[src/rtl/mux8_scan_seq.sv]
// Scan sequencer for a CM151 8:1 mux: steps the select lines through all eight
// channels, captures each mux output into an 8-bit word, and checks that n_in is the complement of m_in.
module mux8_scan_seq #(
    parameter int unsigned SETTLE = 1
) (
    input  logic       clk_pad,
    input  logic       rstn_pad,
    input  logic       start,
    input  logic       abort,
    input  logic       m_in,
    input  logic       n_in,
    output logic       sel_i,
    output logic       sel_j,
    output logic       sel_k,
    output logic       dis_l,
    output logic       busy,
    output logic [7:0] out_word,
    output logic       out_err,
    output logic       out_valid,
    input  logic       out_ready
);

    typedef enum logic [1:0] {IDLE, DRIVE, SAMPLE, DONE} state_t;

    state_t     state, state_nxt;
    logic [2:0] idx;
    logic [3:0] cnt;
    logic       accept;
    logic       capture;

    always_ff @(posedge clk_pad or negedge rstn_pad) begin
        if (!rstn_pad) state <= IDLE;
        else           state <= state_nxt;
    end

    // abort takes priority over both the settle exit and the SAMPLE capture
    always_comb begin
        state_nxt = state;
        accept    = 1'b0;
        capture   = 1'b0;
        case (state)
            IDLE: begin
                if (start) begin
                    accept    = 1'b1;
                    state_nxt = DRIVE;
                end
            end
            DRIVE: begin
                if (abort)            state_nxt = IDLE;
                else if (cnt == 4'd1) state_nxt = SAMPLE;
            end
            SAMPLE: begin
                if (abort) begin
                    state_nxt = IDLE;
                end else begin
                    capture   = 1'b1;
                    state_nxt = (idx == 3'd7) ? DONE : DRIVE;
                end
            end
            DONE: begin
                if (out_ready) begin
                    if (start) begin
                        accept    = 1'b1;
                        state_nxt = DRIVE;
                    end else begin
                        state_nxt = IDLE;
                    end
                end
            end
            default: state_nxt = IDLE;
        endcase
    end

    always_ff @(posedge clk_pad or negedge rstn_pad) begin
        if (!rstn_pad) begin
            idx      <= '0;
            cnt      <= '0;
            out_word <= '0;
            out_err  <= 1'b0;
        end else if (accept) begin
            idx      <= '0;
            cnt      <= 4'(SETTLE);
            out_word <= '0;
            out_err  <= 1'b0;
        end else if (capture) begin
            out_word[idx] <= m_in;
            if (n_in == m_in) out_err <= 1'b1;
            if (idx != 3'd7) begin
                idx <= idx + 3'd1;
                cnt <= 4'(SETTLE);
            end
        end else if (state == DRIVE && cnt != 4'd0) begin
            cnt <= cnt - 4'd1;
        end
    end

    always_comb begin
        busy      = (state == DRIVE) || (state == SAMPLE);
        dis_l     = !busy;
        out_valid = (state == DONE);
        {sel_k, sel_j, sel_i} = busy ? idx : 3'd0;
    end

endmodule

[config.mk]
export PLATFORM = sky130hd
export DESIGN_NAME = mux8_scan_seq
export DESIGN_NICKNAME = d
export VERILOG_FILES = /design/src/rtl/mux8_scan_seq.sv
export SDC_FILE = /design/constraint.sdc
export NUM_CORES = 1
export LEC_CHECK = 0
export ABC_AREA = 1
export BUFFER_PORTS_ARGS = -buffer_cell sky130_fd_sc_hd__buf_4
export CAP_MARGIN = 20
export CORE_MARGIN = 4
export CORE_UTILIZATION = 40
export DETAILED_ROUTE_END_ITERATION = 6
export GPL_TIMING_DRIVEN = 0
export SLEW_MARGIN = 20
export SYNTH_ARGS = -nofsm -noshare
export SYNTH_HDL_FRONTEND = slang
export SYNTH_SLANG_ARGS = --single-unit
[constraint.sdc]
create_clock -name clk_pad -period 1.8 [get_ports clk_pad]
set_input_delay 0.45 -clock clk_pad [delete_from_list [all_inputs] [get_ports clk_pad]]
set_output_delay 0.45 -clock clk_pad [all_outputs]
set_load 0.02 [all_outputs]
# Yosys cells after proc, flatten, opt, wreduce, memory -nomap -nowiden
# Index checks and enable logic that the tools add are counted.
# classes
addsub	2
magnitude_cmp	2
n_eq_ne	11
muxes	29
n_reduce_logical	14
# ops
operator	n
two-way mux 4 bit	4
two-way mux 8 bit	2
two-way mux 2 bit	6
two-way mux 3 bit	4
two-way mux 1 bit	9
bitwise mux 8 bit	1
case mux 2 bit (4 select lines)	1
inequality test 3 bit (second input constant)	2
AND reduction 2 bit	3
nonzero test 2 bit	3
== test 2 bit (second input constant)	2
== test 4 x 1 -> 1 bit (second input constant)	1
less-than comparator 3 x 4 -> 1 bit (second input constant)	1
nonzero test 4 bit	1
subtractor 4 x 1 -> 4 bit (second input constant)	1
adder 3 x 1 -> 3 bit (second input constant)	1
demux 1 bit (select 3 bit)	1
== test 3 bit (second input constant)	1
>= comparator 3 x 1 -> 1 bit (second input constant)	1
inequality test 3 x 2 -> 1 bit (second input constant)	1
AND reduction 3 bit	1
nonzero test 3 bit	1
== test 2 x 1 -> 1 bit (second input constant)	1
logical AND 1 bit	2
7 further kinds	7
# totals
ff_bits	18
in_bits	7
word_cells	63

# Longest topological paths before layout
# Gate-level depths: netlist of the first run.
# depth
ltp_word	7
mapped_depth	10
ltp_nobuf	10

# Worst setup path before layout of the first run
# Ideal clock, no wire load.
# synth_timing
kind	register to output
startpoint	register state[0]
endpoint	output sel_i
arrival_time_ns	1.136
required_ns	1.350
path_slack_ns	0.214
path_stages_with_launch	5
path_buffers	0
path_cell_list	dfrtp_1 inv_1 ha_1 nand2_1 inv_1
# synth_via
elab_chain_len	3
# synth_rtl
item	line_no	rtl
start, declared	25	state_t state, state_nxt;
start signal, assigned	33	else state <= state_nxt;
== test 2 x 1 -> 1 bit / == test 2 bit (equally long branches)	98	busy = (state == DRIVE) || (state == SAMPLE);
logical OR 1 bit *	98	
named net busy	16	output logic busy,
two-way mux 3 bit *	101	{sel_k, sel_j, sel_i} = busy ? idx : 3'd0;
end, declared	12	output logic sel_i,
# Mark *: on every way through the listed nets, which the timed path passes. The rest lies on a longest branch.

# Final worst setup path of the first run
# layout_timing
startpoint	register state[1]
endpoint	output out_valid
# layout_via
elab_chain_len	1
# layout_rtl
item	line_no	rtl
== test 2 bit	100	out_valid = (state == DONE);
end, declared	19	output logic out_valid,
# Every way passes these cells.

==> parameters.txt, run 1 <==
Parameter                              Value

Status
  Result of the run    finished, final reports clean

Yosys
  Compound-cell area share of the yosys netlist    approximately 7.9%
  Per-instance average area after synthesis    7.453 um2
  Synthesized area    1207 um2
  Async set or reset register ratio after synthesis    100.0%
  Post-synthesis mux area share    0%
  Main area contributors after synthesis    dfrtp_1, ha_1, nand2_1, inv_1, nor2_1
  Adder and majority cell fraction of the synthesized area    10.36%
  Post-synthesis sequential element count    18
  Library cells used by synthesis    24
  Number of cells produced by synthesis    162
  Post-synthesis sequential area ratio    37.31%
  Top post-synthesis cells by count    nand2_1, inv_1, nor2_1
  Syn. warnings    0
  Synth Flop Type    dfrtp_1
  Fraction of the mapped netlist area in simple logic gates    between 30% and 40%
  Number of enable-type register cells in the synthesized netlist    0
  Syn nets    179
  Proportion of netlist area held by the largest area contributor    37.31%
  Most used standard cell by instance count after synthesis    nand2_1
  Dominant combinational cell family by area after synthesis    simple AND/OR/NAND/NOR gates
  Post-synthesis share of cell area spent on xor and xnor gates    less than 1%
  Leading area contributor after synthesis    dfrtp_1

Critical path
  Cell-by-cell listing of the critical path    buf_4, buf_4, ha_4, buf_4
  Cell with the most instances on the worst path    buf_4
  Data required time at the worst endpoint    approximately 1400 ps
  Cell with the largest stage delay on the worst path    dfrtp_1
  Arrival time worst endpoint    roughly 1300 ps
  Crit-path max cell delay    420 ps
  Start-to-end type of the worst setup path    register to primary output
  Endpoint kind of the worst setup timing path    primary output
  Worst Setup Start Kind    register
  Worst reg2reg setup slack    250 ps
  Worst-path fanout max    3

Floorplan
  Die X    62.94 um
  FP Rows    19
  Chip Height    62.94 um
  Num ports    22
  Initial core utilization    42.68%
  DIE AREA    a little under 4000 um2
  Core outline area    2829 um2

GRT
  Maximum number of pins on one net before global-route repair    19
  Vias in the first global route    1036
  Global-route wire length before repair    4498 um
  Initial antenna violation count    0
  Gr ovfl total    0
  Overall Global Routing Usage    14.06%

Pwr
  Power density cells    1567 nW/um2
  P_leak    ~0.0008 uW
  Worst vdd ir    0.7826 mV

Routing
  Routed Antenna Nets    0
  Total length of routed met2 wires    1305 um
  DR pass1 iterations    4
  Sum of routed wire segments on met1    1170 um
  Number of design-rule violations left by the first detailed-router iteration    37
  Via/cell ratio    4.816
  Detail-routed net length per standard cell    11.50 um
  DRC errors left    0
  Routed wire length    2564 um
  Detailed route wirelength on metal3    71 um
  Total via count after detailed routing    1074
  DR top layer    met4

Timing
  Pins Over Slew Limit    0
  Finish-stage setup viols    0
  Setup repair after global routing missed its margin    yes
  Final cycle utilization of the critical path    98.00%
  F_max    566.9 MHz
  Normalized max-slew margin    roughly 81%
  Worst setup skew after layout    2.232 ps
  Setup TNS Final    0 ps
  Minimum period implied by the final worst setup slack    1764 ps
  Slew at the pin with the worst max-slew slack    285.2 ps
  Final Hold Vio Count    0

Final layout
  Antenna Cells    0
  Area growth, synth to finish    26.01%
  Share of the core filled with cells in the final layout    a little over half
  Share of layout cells above drive strength 1    31.25%
  Post-Layout Cell Count    between 200 and 250
  Final net count    210

Clock network
  Number of levels the H-tree was split into    1
  CTS tree    built
  Number of buffers created by CTS    3
  Clock latency reported for the late side of the worst-skew pair    300 ps
  Worst-path clk slew    110 ps
  Clock tree buffer depth    2
  Cell chosen for the clock root    clkbuf_4
  CTS Sinks    18

Place
  Half-perimeter wire length after detailed placement    1898 um
  IO buf count    20
  Count of placed standard cells including taps    213
  Global placer's final weighted congestion    ~0.80

Min path
  Worst min-delay path class    primary input to register

Job
  Max-cap violations    0
-- worst max-delay path: cells and delay by family (launching register included) --
family | cells | cell delay [ps]
buf+inv | 3 | 430
flops | 1 | 420
fa+ha+maj | 1 | 160
-- sequential cells by signal, summed over array words and instances (netlist names) --
signal    cells
out_word      8
cnt           4
idx           3
state         2
out_err       1
-- power breakdown --
group	switching, uW	leakage [uW]	total, uW	internal [uW]
registers	97.8	0.000241	617	519
clock network	137	0.0000210	261	123
logic	878	0.000542	1510	628
total	1110	0.000805	2380	1270
-- metal layers --
layer,GRT usage [%],vias to the layer above
li1,-,567
met1,16.96,490
met2,24.77,15
met3,3.417,2
met4,3.581,0
met5,0,-
-- cell usage in the layout, fill, tap and decap left out, types with 8 or more instances in the layout --
master,synthesis,layout
ha_1,10,8
buf_4,1,23
nand2_1,32,30
nor3_1,8,8
nand3_1,10,10
nor2_1,21,21
dfrtp_1,18,18
inv_1,21,16
o21ai_1,9,9
-- through the flow --
stage	cell area, um2	hold WS, ps	setup slack, ps	total power, uW
final	1521	463.4	35.99	2383
after global routing	1521	494.3	-16.85	2606
after CTS	1460	3.336	4.222	2305
after detailed placement	1396	341.1	192.4	1961
after global placement	1396	335.6	230.3	1937
after floorplan	1207	154.4	214.4	1622
-- kinds of logic (layout without fill, tap and decap cells) --
group | count (synthesis) | in the layout
and+or+nand+nor | 85 | 85
DFF | 18 | 18
adders and majority gates | 10 | 10
AOI/OAI and AO/OA | 18 | 18
buffers and inverters | 30 | 60
xor gates and xnor gates | 1 | 1
-- worst paths after layout --
kind	start	to	depth (start not counted)
worst min-delay path	n_in	out_err	4
max in group asynchronous	rstn_pad	out_word[2]	2
worst min register to register	cnt[1]	cnt[1]	2
worst max register to register	state[1]	cnt[1]	10
min in group asynchronous	rstn_pad	state[1]	2
worst max-delay path	state[1]	out_valid	4
-- final cells by class --
cell class,count,area [um2]
buffer,5,40.04
clock buffer,4,36.28
fill,261,1308
inverter,25,96.34
multi-input combinational,114,650.6
sequential,18,450.4
tap,31,38.79
timing repair buffer,26,209.0
-- timing repair --
item                                    in CTS  in global routing
endpoints found under the hold margin        0                 10
gates cloned                                 0                  0
hold buffers                                 0                  1
pin swaps                                    0                  1
resized for setup                            1                 12
endpoints found under the setup margin       5                  4
setup buffers                                2                  3
No activity file was read; power rests on OpenSTA's default activity.
==> inputs of run 2 (changes only) <==
CORE_ASPECT_RATIO = 2   (was default)
==> run 2 against run 1 <==
Effect of this change: worst hold slack got worse by 410 ps; combinational power shrank 4%; clock power rose by 7%; sequential share of layout area grew 1.2 points; first-iteration DRC count decreased by 78%; critical endpoint is now sel_j; clock skew up 1.8 ps; design area is 3.8% lower.
==> parameters.txt, run 2 (synthesized netlist as in run 1, its figures left out) <==
Parameter                              Value

Timing
  Final cycle utilization of the critical path    96.28% (-1.7 points)
  F_max    577.0 MHz (+1.8%)
  Slew at the pin with the worst max-slew slack    276.9 ps (-8.297 ps)
  Final Hold Vio Count    0 (unchanged)
  Setup TNS Final    0 ps (unchanged)
  Setup repair after global routing missed its margin    no
  Minimum period implied by the final worst setup slack    1733 ps (-30.95 ps)
  Worst setup skew after layout    4.059 ps (+1.827 ps)
  Pins Over Slew Limit    0 (unchanged)
  Setup ws final    66.94 ps (+30.95 ps)
  Normalized max-slew margin    81.54% (+0.55 points)
  Finish-stage setup viols    0 (unchanged)

Final layout
  Share of layout cells above drive strength 1    26.20% (-5.0 points)
  Most used cells in the layout excluding fill and tap cells    nand2_1, buf_4, nor2_1
  Top Registers    out_word: 8 flops, cnt: 4 flops, idx: 3 flops
  Antenna Cells    0 (unchanged)
  Final Cell Area    1464 um2 (-3.8%)
  Final net count    206 (-1.9%)
  Flip-flop count of the largest register, all copies and words added    8 (unchanged)
  Share of the core filled with cells in the final layout    49.74% (-4.0 points)
  Most flops, register    out_word
  Most common cell after layout, fill and taps aside    nand2_1
  Area growth, synth to finish    21.24%

Clock network
  Number of hold-repair buffers added at the cts stage    0 (unchanged)
  Clock latency reported for the late side of the worst-skew pair    250 ps (-50 ps)
  CTS Sinks    18 (unchanged)
  Worst-path clk slew    70 ps (-40 ps)
  Clock tree buffer depth    2 (unchanged)
  CTS tree    built
  Number of levels the H-tree was split into    1 (unchanged)
  Number of buffers created by CTS    3 (unchanged)
  Cell chosen for the clock root    clkbuf_8

Pwr
  Internal portion of total power    1240 uW (-2.3%)
  Net switching share of the total power    47.04% (+0.33 points)
  P_leak    0.0007915 uW (-1.6%)
  Sequential Power Share    26.1% (+0.2 points)
  Power density cells    1600 nW/um2 (+2.1%)
  Combinational share of power    62.0% (-1.2 points)
  Worst vdd ir    0.7327 mV (-6.4%)
  NetSw    1102 uW (-1.0%)
  Clock network fraction of design power    11.9% (+1.0 points)

Floorplan
  Core outline area    2943 um2 (+4.0%)
  Initial core utilization    41.03% (-1.7 points)
  Chip Height    85.70 um (+36%)
  FP Rows    28 (+9)
  Num ports    22 (unchanged)
  DIE AREA    4015 um2 (+1.4%)
  Die X    46.85 um (-26%)

Place
  Half-perimeter wire length after detailed placement    2098 um (+11%)
  IO buf count    20 (unchanged)
  Cell area after placement    1395 um2 (about the same)
  Global placer's final weighted congestion    0.8009 (-0.16%)
  Post-Place Worst Slack    155.9 ps (-36.47 ps)

Routing
  Routed wire length    2727 um (+6.4%)
  Via/cell ratio    4.935 (+2.5%)
  DR pass1 iterations    4 (unchanged)
  Total via count after detailed routing    1071 (-0.28%)
  Detail-routed net length per standard cell    12.57 um (+9.3%)
  Number of design-rule violations left by the first detailed-router iteration    8 (-78%)
  Routed Antenna Nets    0 (unchanged)
  DRC errors left    0 (unchanged)

GRT
  Gr ovfl total    0 (unchanged)
  Vias in the first global route    1119 (+8.0%)
  Overall Global Routing Usage    15.83% (+1.8 points)
  Maximum number of pins on one net before global-route repair    19 (unchanged)
  Initial antenna violation count    0 (unchanged)
  Global-route wire length before repair    4774 um (+6.1%)

Critical path
  Start-to-end type of the worst setup path    register to primary output
  Endpoint kind of the worst setup timing path    primary output
  Worst-path fanout max    6 (+3)
  Worst Setup Start Kind    register
  Data required time at the worst endpoint    1350 ps (about the same)
  Arrival time worst endpoint    1280 ps (-30 ps)

Min path
  Worst min-delay path class    primary input to asynchronous set/reset pin

Job
  Max-cap violations    0 (unchanged)

Status
  Result of the run    finished, final reports clean
-- run 2: cell types whose count changed in the layout (fill, tap and decap cells not counted) --
| cell | before | now |
|---|---|---|
| nand2_1 | 30 | 32 |
| inv_2 | 7 | 3 |
| clkbuf_4 | 3 | 0 |
| nand2_2 | 4 | 2 |
| clkbuf_8 | 1 | 3 |
| dlygate4sd3_1 | 1 | 0 |
| ha_4 | 2 | 1 |
| buf_6 | 5 | 2 |
| ha_1 | 8 | 9 |
| inv_1 | 16 | 20 |
-- run 2: routing by layer --
metal	part of all wire (%)	GRT usage (%)	up-vias	routed length (um)
met5	0	0	-	0
met4	0.92	4.030	0	25
met3	3.7	2.731	2	101
met2	54	28.87	21	1480
met1	41	17.70	496	1120
li1	-	-	552	-
-- run 2: area by class of cell --
cell class,count,area [um2]
Buffer,5,40.04
Multi-Input combinational cell,114,633.1
Fill cell,323,1479
Sequential cell,18,450.4
Inverter,25,96.34
Clock buffer,3,41.29
Timing Repair Buffer,22,165.2
Tap cell,30,37.54
-- run 2: power by group through the flow --
stage	clock network, uW	registers (uW)	logic [uW]
CTS	289	611	1480
finish	279	610	1450
global route	308	630	1630
global placement	0	627	1330
detailed placement	0	631	1380
floorplan	0	634	988
-- run 2: per-stage QoR --
stage          hold WS [ps]  power (uW)  instances
2_1_floorplan         154.4        1622        162
3_3_place_gp          336.1        1954        212
5_1_grt               62.78        2566        217
3_5_place_dp          338.7        2007        212
4_1_cts               67.00        2375        217
6_report              58.31        2342        217
-- run 2: worst paths after layout --
kind	startpoint	to	slack [ps]	cells past startpoint
setup / recovery	state[1]	sel_j	70	5
hold / removal	rstn_pad	state[1]	60	1
setup reg to reg	state[0]	cnt[1]	320	9
hold reg to reg	cnt[1]	cnt[1]	490	2
max in group asynchronous	rstn_pad	out_err	1530	1
min in group clk_pad	cnt[1]	cnt[1]	490	2
-- run 2: critical path: stages (launching register included) --
cell and delay (ps):
dfrtp_1 370, inv_1 100, ha_4 320, nand2_1 50, inv_1 60, buf_4 130
-- run 2: timing repair --
| action | in CTS | in global routing |
|---|---|---|
| setup endpoints to repair | 5 | 3 |
| endpoints found under the hold margin | 0 | 0 |
| setup buffers | 2 | 0 |
| resized for setup | 2 | 1 |
| pin swaps | 0 | 0 |
==> inputs of run 3 (changes only) <==
ABC_AREA = default   (was 1)
==> run 3 against run 2 <==
Effect of this change: core utilization up 2.8 points; largest cell class unchanged; flip-flop and latch count stayed put; critical path type unchanged; die area shrank 4.0%; synthesized cell count fell by 25%; worst hold slack got worse by 9.5 ps; routed wire length rose by 0.66%.
==> parameters.txt, run 3 <==
Parameter                              Value

Clock network
  CTS Sinks    18 (unchanged)
  Cell chosen for the clock root    clkbuf_8
  Number of levels the H-tree was split into    1 (unchanged)
  Number of hold-repair buffers added at the cts stage    0 (unchanged)
  CTS tree    built
  Clock tree buffer depth    2 (unchanged)
  Worst-path clk slew    70 ps (about the same)
  Clock latency reported for the late side of the worst-skew pair    260 ps (about the same)
  Number of buffers created by CTS    3 (unchanged)

Yosys
  Post-synthesis sequential element count    18 (unchanged)
  Number of cells produced by synthesis    121 (-25%)
  Syn nets    138 (-23%)
  Proportion of netlist area held by the largest area contributor    39.09% (+1.8 points)
  Synthesized area    1152 um2 (-4.6%)
  Number of enable-type register cells in the synthesized netlist    0 (unchanged)
  Main area contributors after synthesis    dfrtp_1, ha_1, a21oi_1, nand2b_1, nand3_1
  Top post-synthesis cells by count    dfrtp_1, a21oi_1, ha_1
  Per-instance average area after synthesis    9.524 um2 (+28%)
  Syn. warnings    0 (unchanged)
  Synth Flop Type    dfrtp_1
  Library cells used by synthesis    38 (+58%)
  Leading area contributor after synthesis    dfrtp_1
  Post-synthesis sequential area ratio    39.09% (+1.8 points)
  Most used standard cell by instance count after synthesis    dfrtp_1
  Async set or reset register ratio after synthesis    100.0% (unchanged)

Final layout
  Most flops, register    out_word
  Top Registers    out_word: 8 flops, cnt: 4 flops, idx: 3 flops
  Antenna Cells    0 (unchanged)
  Post-Layout Cell Count    177 (-18%)
  Area growth, synth to finish    26.38%
  Share of layout cells above drive strength 1    29.73% (+3.5 points)
  Final net count    166 (-19%)
  Flip-flop count of the largest register, all copies and words added    8 (unchanged)
  Share of the core filled with cells in the final layout    52.57% (+2.8 points)
  Multi-input gate area    684.4 um2 (+8.1%)
  Most used cells in the layout excluding fill and tap cells    buf_4, dfrtp_1, a21oi_1
  Register area    451.7 um2 (+0.28%)
  Most common cell after layout, fill and taps aside    buf_4
  Number of fill cells    282 (-13%)

Routing
  DRC errors left    0 (unchanged)
  Via/cell ratio    5.588 (+13%)
  Total via count after detailed routing    989 (-7.7%)
  Routed Antenna Nets    0 (unchanged)
  Detail-routed net length per standard cell    15.51 um (+23%)
  DR pass1 iterations    4 (unchanged)
  Routed wire length    2745 um (+0.66%)
  Number of design-rule violations left by the first detailed-router iteration    25 (+17)

Timing
  Worst setup skew after layout    1.177 ps (-2.882 ps)
  Setup TNS Final    0 ps (unchanged)
  Finish-stage setup viols    0 (unchanged)
  Final hold slack    48.83 ps (-9.478 ps)
  Normalized max-slew margin    63.45% (-18 points)
  Final Hold Vio Count    0 (unchanged)
  Minimum period implied by the final worst setup slack    1766 ps (+33.37 ps)
  Final cycle utilization of the critical path    98.14% (+1.9 points)
  Pins Over Slew Limit    0 (unchanged)
  Setup repair after global routing missed its margin    yes
  Setup ws final    33.57 ps (-33.37 ps)
  F_max    566.1 MHz (-1.9%)
  Slew at the pin with the worst max-slew slack    547.0 ps (+270.1 ps)

Floorplan
  Core outline area    2770 um2 (-5.9%)
  FP Rows    27 (-3.6%)
  Initial core utilization    41.60% (+0.57 points)
  Num ports    22 (unchanged)
  Die X    45.96 um (-1.9%)
  Chip Height    83.91 um (-2.1%)
  DIE AREA    3856 um2 (-4.0%)

Place
  Global placer's final weighted congestion    0.8785 (+9.7%)
  Half-perimeter wire length after detailed placement    2126 um (+1.3%)
  IO buf count    19 (-5.0%)
  Post-Place Worst Slack    -100.8 ps (-256.7 ps)
  Count of placed standard cells including taps    169 (-20%)

Min path
  Worst min-delay path class    primary input to asynchronous set/reset pin

GRT
  Vias in the first global route    1018 (-9.0%)
  Initial antenna violation count    0 (unchanged)
  Gr ovfl total    0 (unchanged)
  Overall Global Routing Usage    15.88% (+0.050 points)
  Maximum number of pins on one net before global-route repair    19 (unchanged)
  Global-route wire length before repair    4623 um (-3.2%)

Critical path
  Data required time at the worst endpoint    1350 ps (about the same)
  Endpoint kind of the worst setup timing path    primary output
  Worst-path fanout max    6 (unchanged)
  Arrival time worst endpoint    1320 ps (+40 ps)
  Start-to-end type of the worst setup path    register to primary output
  Worst Setup Start Kind    register

Status
  Result of the run    finished, final reports clean

Pwr
  P_leak    0.0006660 uW (-16%)
  Power density cells    1459 nW/um2 (-8.8%)
  Worst vdd ir    0.8847 mV (+21%)

Job
  Max-cap violations    0 (unchanged)
==> run 3: worst paths after layout <==
| path | slack [ps] | depth (start not counted) | startpoint | endpoint |
|---|---|---|---|---|
| worst max-delay path | 30 | 4 | state[1] | sel_k |
| max in group asynchronous | 1540 | 1 | rstn_pad | idx[0] |
| worst min register to register | 500 | 2 | out_err | out_err |
| worst min-delay path | 50 | 1 | rstn_pad | out_word[1] |
| min in group clk_pad | 500 | 2 | out_err | out_err |
| worst max register to register | 50 | 5 | state[1] | state[1] |
==> run 3: layout make-up <==
cell class,count,area share (%)
Inverter,7,1.804
Clock buffer,4,3.780
Multi-Input combinational cell,91,46.99
Tap cell,29,2.491
Buffer,5,1.804
Timing Repair Buffer,23,12.11
Sequential cell,18,31.01
==> run 3: cells by family (layout without fill, tap and decap cells) <==
logic type / Yosys count / count (layout) / synth area share [%]
multiplexers: 3 / 3 / 2.714
AND/OR/NAND/NOR: 45 / 45 / 24.54
AO/OA/AOI/OAI: 31 / 31 / 16.94
buffers and inverters: 12 / 39 / 4.343
adder cells (fa/ha/maj): 10 / 10 / 10.86
XOR/XNOR: 2 / 2 / 1.520
flip-flops: 18 / 18 / 39.09
==> run 3: what timing repair did <==
item / 4_1_cts / 5_1_grt
setup buffers: 0 / 4
hold endpoints to repair: 0 / 0
cloned: 0 / 0
resized for setup: 4 / 10
pin swaps: 0 / 1
setup endpoints to repair: 13 / 13
==> run 3: metrics by stage <==
stage                     power, uW  cell area, um2
after CTS                      2036            1401
after global placement         1608            1331
final                          2125            1456
after floorplan                1312            1152
after detailed placement       1642            1331
after global routing           2290            1456
==> run 3: report_power, final <==
part,switching [uW],leakage [uW],internal [uW]
Combinational,634,0.000398,538
Sequential,102,0.000240,508
Clock,148,0.0000288,195
Total,884,0.000666,1240
==> run 3: routing by layer <==
metal / track usage (%) / wire length [um] / vias to the layer above
met1: 17.05 / 995 / 462
met4: 9.326 / 116 / 0
met3: 1.944 / 127 / 10
li1: - / - / 487
met5: 0 / 0 / -
met2: 27.26 / 1505 / 30
==> run 3: critical path, stage by stage, from the launching register on <==
cell	delay, ps
dfrtp_1	430
inv_2	120
ha_4	230
and2_1	140
buf_4	150
